### config.mk
export PLATFORM = sky130hd
export DESIGN_NAME = serial_frame_rx
export DESIGN_NICKNAME = d
export VERILOG_FILES = /design/src/rtl/serial_frame_pkg.sv /design/src/rtl/serial_frame_rx_hdr_match.sv /design/src/rtl/serial_frame_rx.sv
export SDC_FILE = /design/constraint.sdc
export NUM_CORES = 1
export LEC_CHECK = 0
export CORE_ASPECT_RATIO = 2
export CORE_MARGIN = 2
export CORE_UTILIZATION = 35
export CTS_BUF_LIST = sky130_fd_sc_hd__clkbuf_4 sky130_fd_sc_hd__clkbuf_8
export DETAILED_ROUTE_END_ITERATION = 8
export MAX_ROUTING_LAYER = met4
export SLEW_MARGIN = 20
export SYNTH_ARGS = -nofsm -noshare
export SYNTH_HDL_FRONTEND = slang
export SYNTH_SLANG_ARGS = --single-unit
### constraint.sdc
create_clock -name clk -period 1.9 [get_ports clk]
set_clock_uncertainty 0.1 [all_clocks]
set_input_delay 0.38 -clock clk [delete_from_list [all_inputs] [get_ports clk]]
set_output_delay 0.38 -clock clk [all_outputs]
set_load 0.005 [all_outputs]
### src/rtl/serial_frame_pkg.sv
// serial_frame_pkg: shared definitions for the serial frame receiver.
//   state_e    - receiver FSM state encoding (the spare code 2'd3 falls back to HUNT)
//   DEF_HDR_W  - default header length in bits
//   DEF_HDR    - default header pattern, MSB received first
//   DEF_PL_W   - default payload width
package serial_frame_pkg;

    typedef enum logic [1:0] {
        HUNT    = 2'd0,
        LOAD    = 2'd1,
        PAR     = 2'd2,
        ST_RSVD = 2'd3
    } state_e;

    localparam int         DEF_HDR_W = 4;
    localparam logic [3:0] DEF_HDR   = 4'b0110;
    localparam int         DEF_PL_W  = 6;

endpackage

### src/rtl/serial_frame_rx_hdr_match.sv
// hdr_match: sliding header detector for the serial frame receiver.
//   clk  - rising-edge clock
//   rst  - synchronous active-high reset
//   si   - serial input bit
//   clr  - discard history (held while the receiver is not hunting)
//   hit  - combinational: the current si completes the header
// The detector only reports a match once HDR_W fresh bits have been seen
// since the last clear, so stale payload bits can never form a header.
module hdr_match
    import serial_frame_pkg::*;
#(
    parameter int               HDR_W = DEF_HDR_W,
    parameter logic [HDR_W-1:0] HDR   = HDR_W'(DEF_HDR)
) (
    input  logic clk,
    input  logic rst,
    input  logic si,
    input  logic clr,
    output logic hit
);

    localparam int FW = $clog2(HDR_W);

    logic [HDR_W-2:0] hdr_sr_q;
    logic [FW-1:0]    fill_q;
    logic [HDR_W-1:0] window;
    logic             full;

    assign window = {hdr_sr_q, si};
    assign full   = (fill_q == FW'(HDR_W - 1));
    assign hit    = full && (window == HDR);

    always_ff @(posedge clk) begin
        if (rst || clr) begin
            hdr_sr_q <= '0;
            fill_q   <= '0;
        end else begin
            hdr_sr_q <= window[HDR_W-2:0];
            if (!full) fill_q <= fill_q + FW'(1);
        end
    end

endmodule

### src/rtl/serial_frame_rx.sv
// serial_frame_rx: serial frame receiver.
// Hunts for header HDR on si, shifts in PL_W payload bits MSB first and
// optionally checks one trailing even-parity bit.
//   clk       - rising-edge clock
//   rst       - synchronous active-high reset
//   si        - serial input, sampled every rising edge
//   she_pl    - high while payload bits are being shifted
//   valid     - one-cycle pulse on a good frame
//   pl_out    - last good payload, held until the next good frame
//   err       - one-cycle pulse on parity mismatch
//   frame_cnt - good-frame counter, wraps silently
module serial_frame_rx
    import serial_frame_pkg::*;
#(
    parameter int               PL_W      = DEF_PL_W,
    parameter int               HDR_W     = DEF_HDR_W,
    parameter logic [HDR_W-1:0] HDR       = HDR_W'(DEF_HDR),
    parameter int               PARITY_EN = 0,
    parameter int               CNT_W     = 8
) (
    input  logic             clk,
    input  logic             rst,
    input  logic             si,
    output logic             she_pl,
    output logic             valid,
    output logic [PL_W-1:0]  pl_out,
    output logic             err,
    output logic [CNT_W-1:0] frame_cnt
);

    localparam int BW = $clog2(PL_W);

    state_e           state_q;
    logic [PL_W-1:0]  pl_sr_q;
    logic [BW-1:0]    bit_cnt_q;
    logic             valid_q;
    logic             err_q;
    logic [PL_W-1:0]  pl_out_q;
    logic [CNT_W-1:0] cnt_q;

    logic             hit;
    logic             hm_clr;
    logic [PL_W-1:0]  pl_d;
    logic             last_bit;
    logic             par_ok;

    // History is dropped on the matching edge and for the whole frame body,
    // so hunting restarts from zero fresh bits after every frame.
    assign hm_clr = (state_q != HUNT) || hit;

    hdr_match #(
        .HDR_W (HDR_W),
        .HDR   (HDR)
    ) u_hdr (
        .clk (clk),
        .rst (rst),
        .si  (si),
        .clr (hm_clr),
        .hit (hit)
    );

    assign pl_d     = {pl_sr_q[PL_W-2:0], si};
    assign last_bit = (bit_cnt_q == BW'(PL_W - 1));
    assign par_ok   = ~^{pl_sr_q, si};

    always_ff @(posedge clk) begin
        if (rst) begin
            state_q   <= HUNT;
            pl_sr_q   <= '0;
            bit_cnt_q <= '0;
            valid_q   <= 1'b0;
            err_q     <= 1'b0;
            pl_out_q  <= '0;
            cnt_q     <= '0;
        end else begin
            valid_q <= 1'b0;
            err_q   <= 1'b0;
            case (state_q)
                HUNT: begin
                    if (hit) begin
                        state_q   <= LOAD;
                        bit_cnt_q <= '0;
                    end
                end
                LOAD: begin
                    pl_sr_q   <= pl_d;
                    bit_cnt_q <= bit_cnt_q + BW'(1);
                    if (last_bit) begin
                        if (PARITY_EN != 0) begin
                            state_q <= PAR;
                        end else begin
                            state_q  <= HUNT;
                            pl_out_q <= pl_d;
                            valid_q  <= 1'b1;
                            cnt_q    <= cnt_q + CNT_W'(1);
                        end
                    end
                end
                PAR: begin
                    state_q <= HUNT;
                    if (par_ok) begin
                        pl_out_q <= pl_sr_q;
                        valid_q  <= 1'b1;
                        cnt_q    <= cnt_q + CNT_W'(1);
                    end else begin
                        err_q <= 1'b1;
                    end
                end
                default: state_q <= HUNT;
            endcase
        end
    end

    assign she_pl    = (state_q == LOAD);
    assign valid     = valid_q;
    assign err       = err_q;
    assign pl_out    = pl_out_q;
    assign frame_cnt = cnt_q;

endmodule

==> results of run 1 <==
cells in the final DEF, fill, tap and decap left out, types with 2 or more instances in the layout:
cell type,n
nand2b_1,2
mux2i_1,6
o31ai_1,3
xor2_1,3
o21ai_0,4
or4_1,2
nand2_1,17
or3_1,3
clkdlybuf4s50_1,18
ha_1,4
nor2_1,8
nand4_1,3
nor3_1,2
clkbuf_8,7
nor3b_1,4
dfxtp_1,29
buf_4,2
a21oi_1,13
where the power goes:
group | internal (mW) | switching (mW) | total [mW]
clock network | 0.327 | 0.221 | 0.547
logic | 0.0241 | 0.0253 | 0.0494
registers | 0.621 | 0.00707 | 0.628
flip-flops by register name, summed over array words and instances (netlist names):
register        flops
frame_cnt           8
pl_sr_q             5
u_hdr.hdr_sr_q      3
pl_out              6
u_hdr.fill_q        2
valid               1
bit_cnt_q           3
state_q             1
kinds of logic after synthesis:
family	count (synthesis)	share of synthesized area, %
and+or+nand+nor	47	21.6
DFF	29	51.3
AOI/OAI and AO/OA	22	10.7
buffers and inverters	8	3.21
muxes	6	5.31
adders and majority gates	4	4.42
xor gates and xnor gates	4	3.10
other	1	0.332
layer usage:
metal | vias up | share of wire [%] | GRT usage, %
li1 | 456 | - | -
met3 | 6 | 3.9 | 3.87
met2 | 19 | 52 | 21.8
met5 | - | 0 | -
met4 | 0 | 2.9 | 8.82
met1 | 408 | 41 | 14.8
final cells by class:
cell class | count | area [µm²] | area share [%]
Timing Repair Buffer | 21 | 215 | 14.8
Inverter | 1 | 3.75 | 0.258
Clock inverter | 1 | 5.00 | 0.344
Clock buffer | 7 | 96.3 | 6.63
Sequential cell | 29 | 581 | 39.9
Multi-Input combinational cell | 84 | 514 | 35.4
Tap cell | 31 | 38.8 | 2.67
stage by stage:
step                      worst slack (ns)  power (mW)  cell area (µm²)  instances
after global routing                0.0411        1.28             1450        174
after floorplan                      0.469       0.674             1130        121
final                                0.121        1.22             1450        174
after detailed placement             0.182       0.692             1350        166
after CTS                            0.108        1.24             1450        174
after global placement               0.228       0.687             1350        166
worst min path at each step:
stage | from | end | slack [ns]
6_report | pl_sr_q[4]$_SDFFE_PP0P_ | pl_out[5]$_SDFFE_PP0P_ | 0.36
5_1_grt | pl_out[3]$_SDFFE_PP0P_ | pl_out[3]$_SDFFE_PP0P_ | 0.38
4_1_cts | pl_out[1]$_SDFFE_PP0P_ | pl_out[1]$_SDFFE_PP0P_ | 0.36
3_5_place_dp | pl_out[5]$_SDFFE_PP0P_ | pl_out[5]$_SDFFE_PP0P_ | 0.35
3_3_place_gp | pl_out[4]$_SDFFE_PP0P_ | pl_out[4]$_SDFFE_PP0P_ | 0.35
2_1_floorplan | pl_sr_q[4]$_SDFFE_PP0P_ | pl_out[5]$_SDFFE_PP0P_ | 0.33
==> impl_results.md, run 1 <==
- Share of cells above drive strength 1: 9.09%
- Mapped cell area: 1130 µm²
- Reg2reg end: frame_cnt[5]$_SDFFE_PP0P_
- TritonCTS clock tree: done
- Data arrival, critical path: 1.30 ns
- Num CTS Buffers: 5
- I/O pins: 20
- Ant diodes: 0
- Area contributors post-synth: dfxtp_1, a21oi_1, nand2_1, mux2i_1, ha_1
- Via Count: 889
- Stages on worst setup path: 1
- Cells after Synth: 121
- # hold bufs at CTS: 0
- Util after Layout: 46.6%
- Root buffer cell: clkbuf_8
- Crit Reg-Reg Startpoint: bit_cnt_q[0]$_SDFFE_PP0P_
- Starting Density: 36.2%
- Element type at the critical path end: output port
- Most common library cells after synthesis: dfxtp_1, nand2_1, a21oi_1
- Clock Sinks: 29
- H-tree levels: 2
- First-pass GRT wire length: 3.80 mm
- Fin. max-slew vios: 0
- Post-synth top area share: 51.3%
- Clock Path Buffers: 2
- CP top delay family: buffers and inverters
- TNS Setup: 0 ns
- Post-synthesis cell type count: 30
- Most frequent cell after synthesis: dfxtp_1
- Post_cts resized: 0
- R2r worst-path depth: 4
- Max-cap violations: 0
- Status: finished clean
- Fin nets: 149
- Relative slew slack: 65.8%
- Pleak: 0.511 nW
- Final hold vios: 0
- Min cycle time layout: 1.78 ns
- Routed length per placed instance: 12.3 µm
- Reg2Reg Setup Slack: 0.29 ns
- Syn_area_per_cell: 9.35 µm²
- Clock Latency Late Sink: 0.28 ns
- Unrepaired setup endpoints after global routing: false
- Power per cell area: 842 nW/µm²
- Die width: 44.2 µm
- Syn. warnings: 0
- Worst setup endpoint: she_pl
- Site Rows: 29
- Slew @ Worst Pin: 0.512 ns
- Sequential fraction of the synthesis area: 51.3%
- Final period utilization: 93.6%
- Critical-path cell list: clkdlybuf4s50_1
- Port Buffer Count: 18
- CP max FO: 8
- Top cell type by total area after synthesis: dfxtp_1
- Yosys reg bits: 29
- Max stage delay on crit path: 0.56 ns
- Routed Antenna Nets: 0
- Syn nets: 128
- First-pass DRT Iterations: 4
- Startpoint types: flop
- Core Region: 3120 µm²
- Synth async-reset ratio: 0%
- Max VDD drop: 0.000606 V
- Filler Cell Count: 316
- Worst setup startpoint: state_q[0]$_SDFFE_PP0P_
- Post-DP HPWL: 1.59 mm
- Bufs and invs on worst path: 1
- Initial DRC count: 17
- EDFF count, synth: 0
- GP Congestion: 0.740
- Main synth FF type: dfxtp_1
- Hold crit path type: flop to flop
- GRT overflow: 0
- Die area: 3730 µm²
- Initial antenna violation count: 0
- Die H: 84.4 µm
- Final setup viols: 0
- Crit-path slowest cell: clkdlybuf4s50_1
- Clock transition at path regs: 0.06 ns
- DR DRC count: 0
- Detailed Route WL: 2.15 mm
- Setup Fix Bufs, Post-CTS: 0
- Vias in the first global route: 887
- Hold depth: 2
- Largest net degree at the start of global routing: 28
- Peak Freq: 562 MHz
- Syn-to-layout area delta: 28.5%
- Critical Path RT: 1.42 ns
- WHS: 0.357 ns
- Routed vias/inst: 5.11
- GRT Total Usage: 13.9%
- Crit path kind: flop to output port
(Power assumes the default switching activity.)
==> run 2, diff against run 1 <==
==> constraint.sdc (replaced) <==
create_clock -name clk -period 1.85 [get_ports clk]
set_clock_uncertainty 0.1 [all_clocks]
set_input_delay 0.37 -clock clk [delete_from_list [all_inputs] [get_ports clk]]
set_output_delay 0.37 -clock clk [all_outputs]
set_load 0.005 [all_outputs]
==> impl_results.md, run 2 (synthesis results as in run 1) <==
- Status: finished clean
- Unrepaired setup endpoints after global routing: false
- Element type at the critical path end: output port
- Placed insts: 168
- CP top delay family: buffers and inverters
- Crit-path slowest cell: clkdlybuf4s50_1
- Core Region: 3120 µm²
- Hold crit path type: flop to flop
- Die width: 44.2 µm
- TritonCTS clock tree: done
- Final setup viols: 0
- Peak Freq: 583 MHz
- Crit path kind: flop to output port
- WHS: 0.354 ns
- Routed vias/inst: 5.11
- Post_cts resized: 0
- DR DRC count: 0
- GRT overflow: 0
- Root buffer cell: clkbuf_8
- GRT Total Usage: 13.8%
- Die area: 3730 µm²
- Max reg flops: 8
- Bufs and invs on worst path: 1
- Max stage delay on crit path: 0.54 ns
- Num CTS Buffers: 5
- Die H: 84.4 µm
- Port Buffer Count: 18
- CP max FO: 7
- GP Congestion: 0.770
- Vias in the first global route: 816
- H-tree levels: 2
- Ant diodes: 0
- Pleak: 0.522 nW
- Startpoint types: flop
- Combinational share of power: 4.1%
- Most frequent cells in the layout: dfxtp_1, clkdlybuf4s50_1, nand2_1, a21oi_1, nor2_1
- Site Rows: 29
- Final hold vios: 0
- Switching Fraction: 21.0%
- Min-delay src: pl_out[3]$_SDFFE_PP0P_
- Setup Fix Bufs, Post-CTS: 0
- P_sw: 265 µW
- Commonest non-fill, non-tap cell in the layout: dfxtp_1
- Worst setup startpoint: frame_cnt[3]$_SDFFE_PP0P_
- Initial DRC count: 18
- Share of cells above drive strength 1: 11.0%
- Crit Reg-Reg Startpoint: bit_cnt_q[0]$_SDFFE_PP0P_
- Clock power frac: 44.8%
- Clock Sinks: 29
- Sequential share of power: 51.0%
- Post-DP HPWL: 1.53 mm
- Starting Density: 36.2%
- Clock Path Buffers: 2
- Min cycle time layout: 1.71 ns
- Power per cell area: 860 nW/µm²
- Fin. max-slew vios: 0
- Initial antenna violation count: 0
- Max VDD drop: 0.000600 V
- Routed Antenna Nets: 0
- Critical-path cell list: clkdlybuf4s50_1
- Max-cap violations: 0
- Largest net degree at the start of global routing: 28
- Detailed Route WL: 2.12 mm
- Fin nets: 151
- Pint: 999 µW
- Post-Layout Cell Count: 176
- Critical Path RT: 1.38 ns
- First-pass GRT wire length: 3.72 mm
- Clock transition at path regs: 0.06 ns
- TNS Setup: 0 ns
- Data arrival, critical path: 1.24 ns
- Routed length per placed instance: 12.1 µm
- I/O pins: 20
- Via Count: 900
- Syn-to-layout area delta: 30.0%
- Final period utilization: 92.7%
- # hold bufs at CTS: 0
- First-pass DRT Iterations: 4
- Clock Latency Late Sink: 0.28 ns
-- run 2: cell count changes in the layout (fill, tap and decap cells not counted), sizes merged --
cell,previous run,this run
buf,3,5
-- run 2: final timing paths --
| kind | end | slack (ns) | depth (start not counted) |
|---|---|---|---|
| worst max register to register | frame_cnt[5]$_SDFFE_PP0P_ | 0.25 | 4 |
| worst max-delay path | frame_cnt[3] | 0.14 | 1 |
| worst min register to register | pl_out[3]$_SDFFE_PP0P_ | 0.35 | 2 |
| worst min-delay path | pl_out[3]$_SDFFE_PP0P_ | 0.35 | 2 |
-- run 2: stage by stage --
step	total power, mW	instance area [µm²]	utilization [%]	setup WS [ns]
final	1.26	1470	47.1	0.135
after detailed placement	0.712	1370	43.8	0.268
after global placement	0.707	1370	43.8	0.290
after CTS	1.28	1470	47.1	0.0490
after global routing	1.32	1470	47.1	0.0886
after floorplan	0.692	1130	-	0.419
-- run 2: layer usage --
| layer | GRT usage [%] | share of wire [%] | vias up | routed length (µm) |
|---|---|---|---|---|
| met3 | 4.52 | 5.4 | 6 | 114 |
| met5 | - | 0 | - | 0 |
| met1 | 16.3 | 42 | 411 | 891 |
| li1 | - | - | 461 | - |
| met2 | 19.9 | 50 | 22 | 1060 |
| met4 | 8.26 | 2.6 | 0 | 56 |
-- run 2: power groups by stage --
stage          Sequential, mW  Clock (mW)  Combinational, mW
6_report                0.645       0.567             0.0523
5_1_grt                 0.646       0.615             0.0587
4_1_cts                 0.645       0.583             0.0532
3_5_place_dp            0.659           0             0.0530
3_3_place_gp            0.658           0             0.0491
2_1_floorplan           0.657           0             0.0352
-- run 2: final cells by class --
type / count / area (µm²)
Clock buffer: 7 / 96.3
Clock inverter: 1 / 5.00
Fill cell: 305 / 1650
Inverter: 1 / 3.75
Multi-Input combinational cell: 84 / 514
Sequential cell: 29 / 582
Tap cell: 31 / 38.8
Timing Repair Buffer: 23 / 230
==> run 3, diff against run 2 <==
--- a/config.mk
+++ b/config.mk
@@ -6,7 +6,6 @@
 export NUM_CORES = 1
 export LEC_CHECK = 0
 export CORE_ASPECT_RATIO = 2
-export CORE_MARGIN = 2
 export CORE_UTILIZATION = 35
 export CTS_BUF_LIST = sky130_fd_sc_hd__clkbuf_4 sky130_fd_sc_hd__clkbuf_8
 export DETAILED_ROUTE_END_ITERATION = 8
==> impl_results.md, run 3 (synthesis results as in run 1) <==
- Setup Fix Bufs, Post-CTS: 0
- TritonCTS clock tree: done
- I/O pins: 20
- First-pass GRT wire length: 3.75 mm
- Crit-path slowest cell: clkdlybuf4s50_1
- Share of cells above drive strength 1: 11.0%
- Root buffer cell: clkbuf_8
- Port Buffer Count: 18
- GP Congestion: 0.724
- GRT met3 Usage: 3.91%
- Site Rows: 28
- Bufs and invs on worst path: 1
- Startpoint types: flop
- Max-cap violations: 0
- Critical-path cell list: clkdlybuf4s50_1
- Fin nets: 152
- Post-DP HPWL: 1.60 mm
- Vias in the first global route: 859
- GRT overflow: 0
- Power per cell area: 923 nW/µm²
- Routed Antenna Nets: 0
- Reg2Reg Setup Slack: 0.27 ns
- Data arrival, critical path: 1.24 ns
- Clock Path Buffers: 2
- Peak Freq: 585 MHz
- DR DRC count: 0
- Max stage delay on crit path: 0.54 ns
- Sequential share of power: 47.1%
- Setup slack after layout: 0.140 ns
- Placed insts: 168
- First-pass DRT Iterations: 4
- Crit path kind: flop to output port
- Combinational share of power: 3.6%
- GRT Total Usage: 14.5%
- Post-Layout Cell Count: 176
- Global routing's busiest layer: met2
- Pint: 1.10 mW
- Final period utilization: 92.4%
- Critical Path RT: 1.38 ns
- Routed vias/inst: 5.13
- Switching Fraction: 19.6%
- Final setup viols: 0
- Clock transition at path regs: 0.06 ns
- Commonest non-fill, non-tap cell in the layout: dfxtp_1
- Clock power frac: 49.3%
- GR Layer Usage met2: 24.5%
- Starting Density: 37.5%
- Unrepaired setup endpoints after global routing: false
- Met1 Use GR: 15.0%
- Clock Sinks: 29
- Via Count: 902
- CP top delay family: buffers and inverters
- Clock Latency Late Sink: 0.28 ns
- Core Region: 3010 µm²
- Max VDD drop: 0.00110 V
- Final hold vios: 0
- Initial antenna violation count: 0
- Die H: 82.4 µm
- CP max FO: 7
- Min cycle time layout: 1.71 ns
- Power Total: 1.37 mW
- Initial DRC count: 14
- Element type at the critical path end: output port
- Most frequent cells in the layout: dfxtp_1, clkdlybuf4s50_1, nand2_1, a21oi_1, nor2_1
- Ant diodes: 0
- Routed length per placed instance: 12.3 µm
- H-tree levels: 2
- Syn-to-layout area delta: 31.0%
- TNS Setup: 0 ns
- Status: finished clean
- # hold bufs at CTS: 0
- Die width: 42.2 µm
- Fin. max-slew vios: 0
- Num CTS Buffers: 5
- Pleak: 0.524 nW
- Post_cts resized: 0
- Largest net degree at the start of global routing: 13
- Hold crit path type: flop to flop
- Post-Place Worst Slack: 0.268 ns
- Die area: 3480 µm²
- Max reg flops: 8
- P_sw: 269 µW
- Detailed Route WL: 2.16 mm
[run 3: final cells by class]
class	instances	area (µm²)
repair buffers	24	225
well taps	30	37.5
multi-input cells	84	514
clock inverters	2	37.5
inverters	1	3.75
fillers	288	1530
clock buffers	6	82.6
flip-flops and latches	29	581
[run 3: metal layers]
metal	up-vias	share of wire [%]
li1	462	-
met1	415	42
met2	19	52
met3	6	3.9
met4	0	2.8
met5	-	0
[run 3: final timing paths]
check	startpoint	endpoint	depth (start not counted)
max	frame_cnt[3]$_SDFFE_PP0P_	frame_cnt[3]	1
min	pl_sr_q[4]$_SDFFE_PP0P_	pl_out[5]$_SDFFE_PP0P_	2
max reg2reg	bit_cnt_q[0]$_SDFFE_PP0P_	frame_cnt[7]$_SDFFE_PP0P_	4
min reg2reg	pl_sr_q[4]$_SDFFE_PP0P_	pl_out[5]$_SDFFE_PP0P_	2
[run 3: power by group through the flow]
| stage | Sequential [mW] | Combinational [mW] | Clock [mW] |
|---|---|---|---|
| CTS | 0.645 | 0.0498 | 0.695 |
| global placement | 0.658 | 0.0475 | 0 |
| global route | 0.645 | 0.0570 | 0.724 |
| finish | 0.645 | 0.0486 | 0.674 |
| detailed placement | 0.659 | 0.0497 | 0 |
| floorplan | 0.657 | 0.0352 | 0 |
[run 3: per-stage QoR]
step                hold slack [ns]  util [%]  cell area [µm²]
floorplan                     0.331         -             1130
global placement              0.350      45.2             1360
detailed placement            0.351      45.2             1360
CTS                           0.362      49.2             1480
global route                  0.381      49.2             1480
finish                        0.362      49.2             1480
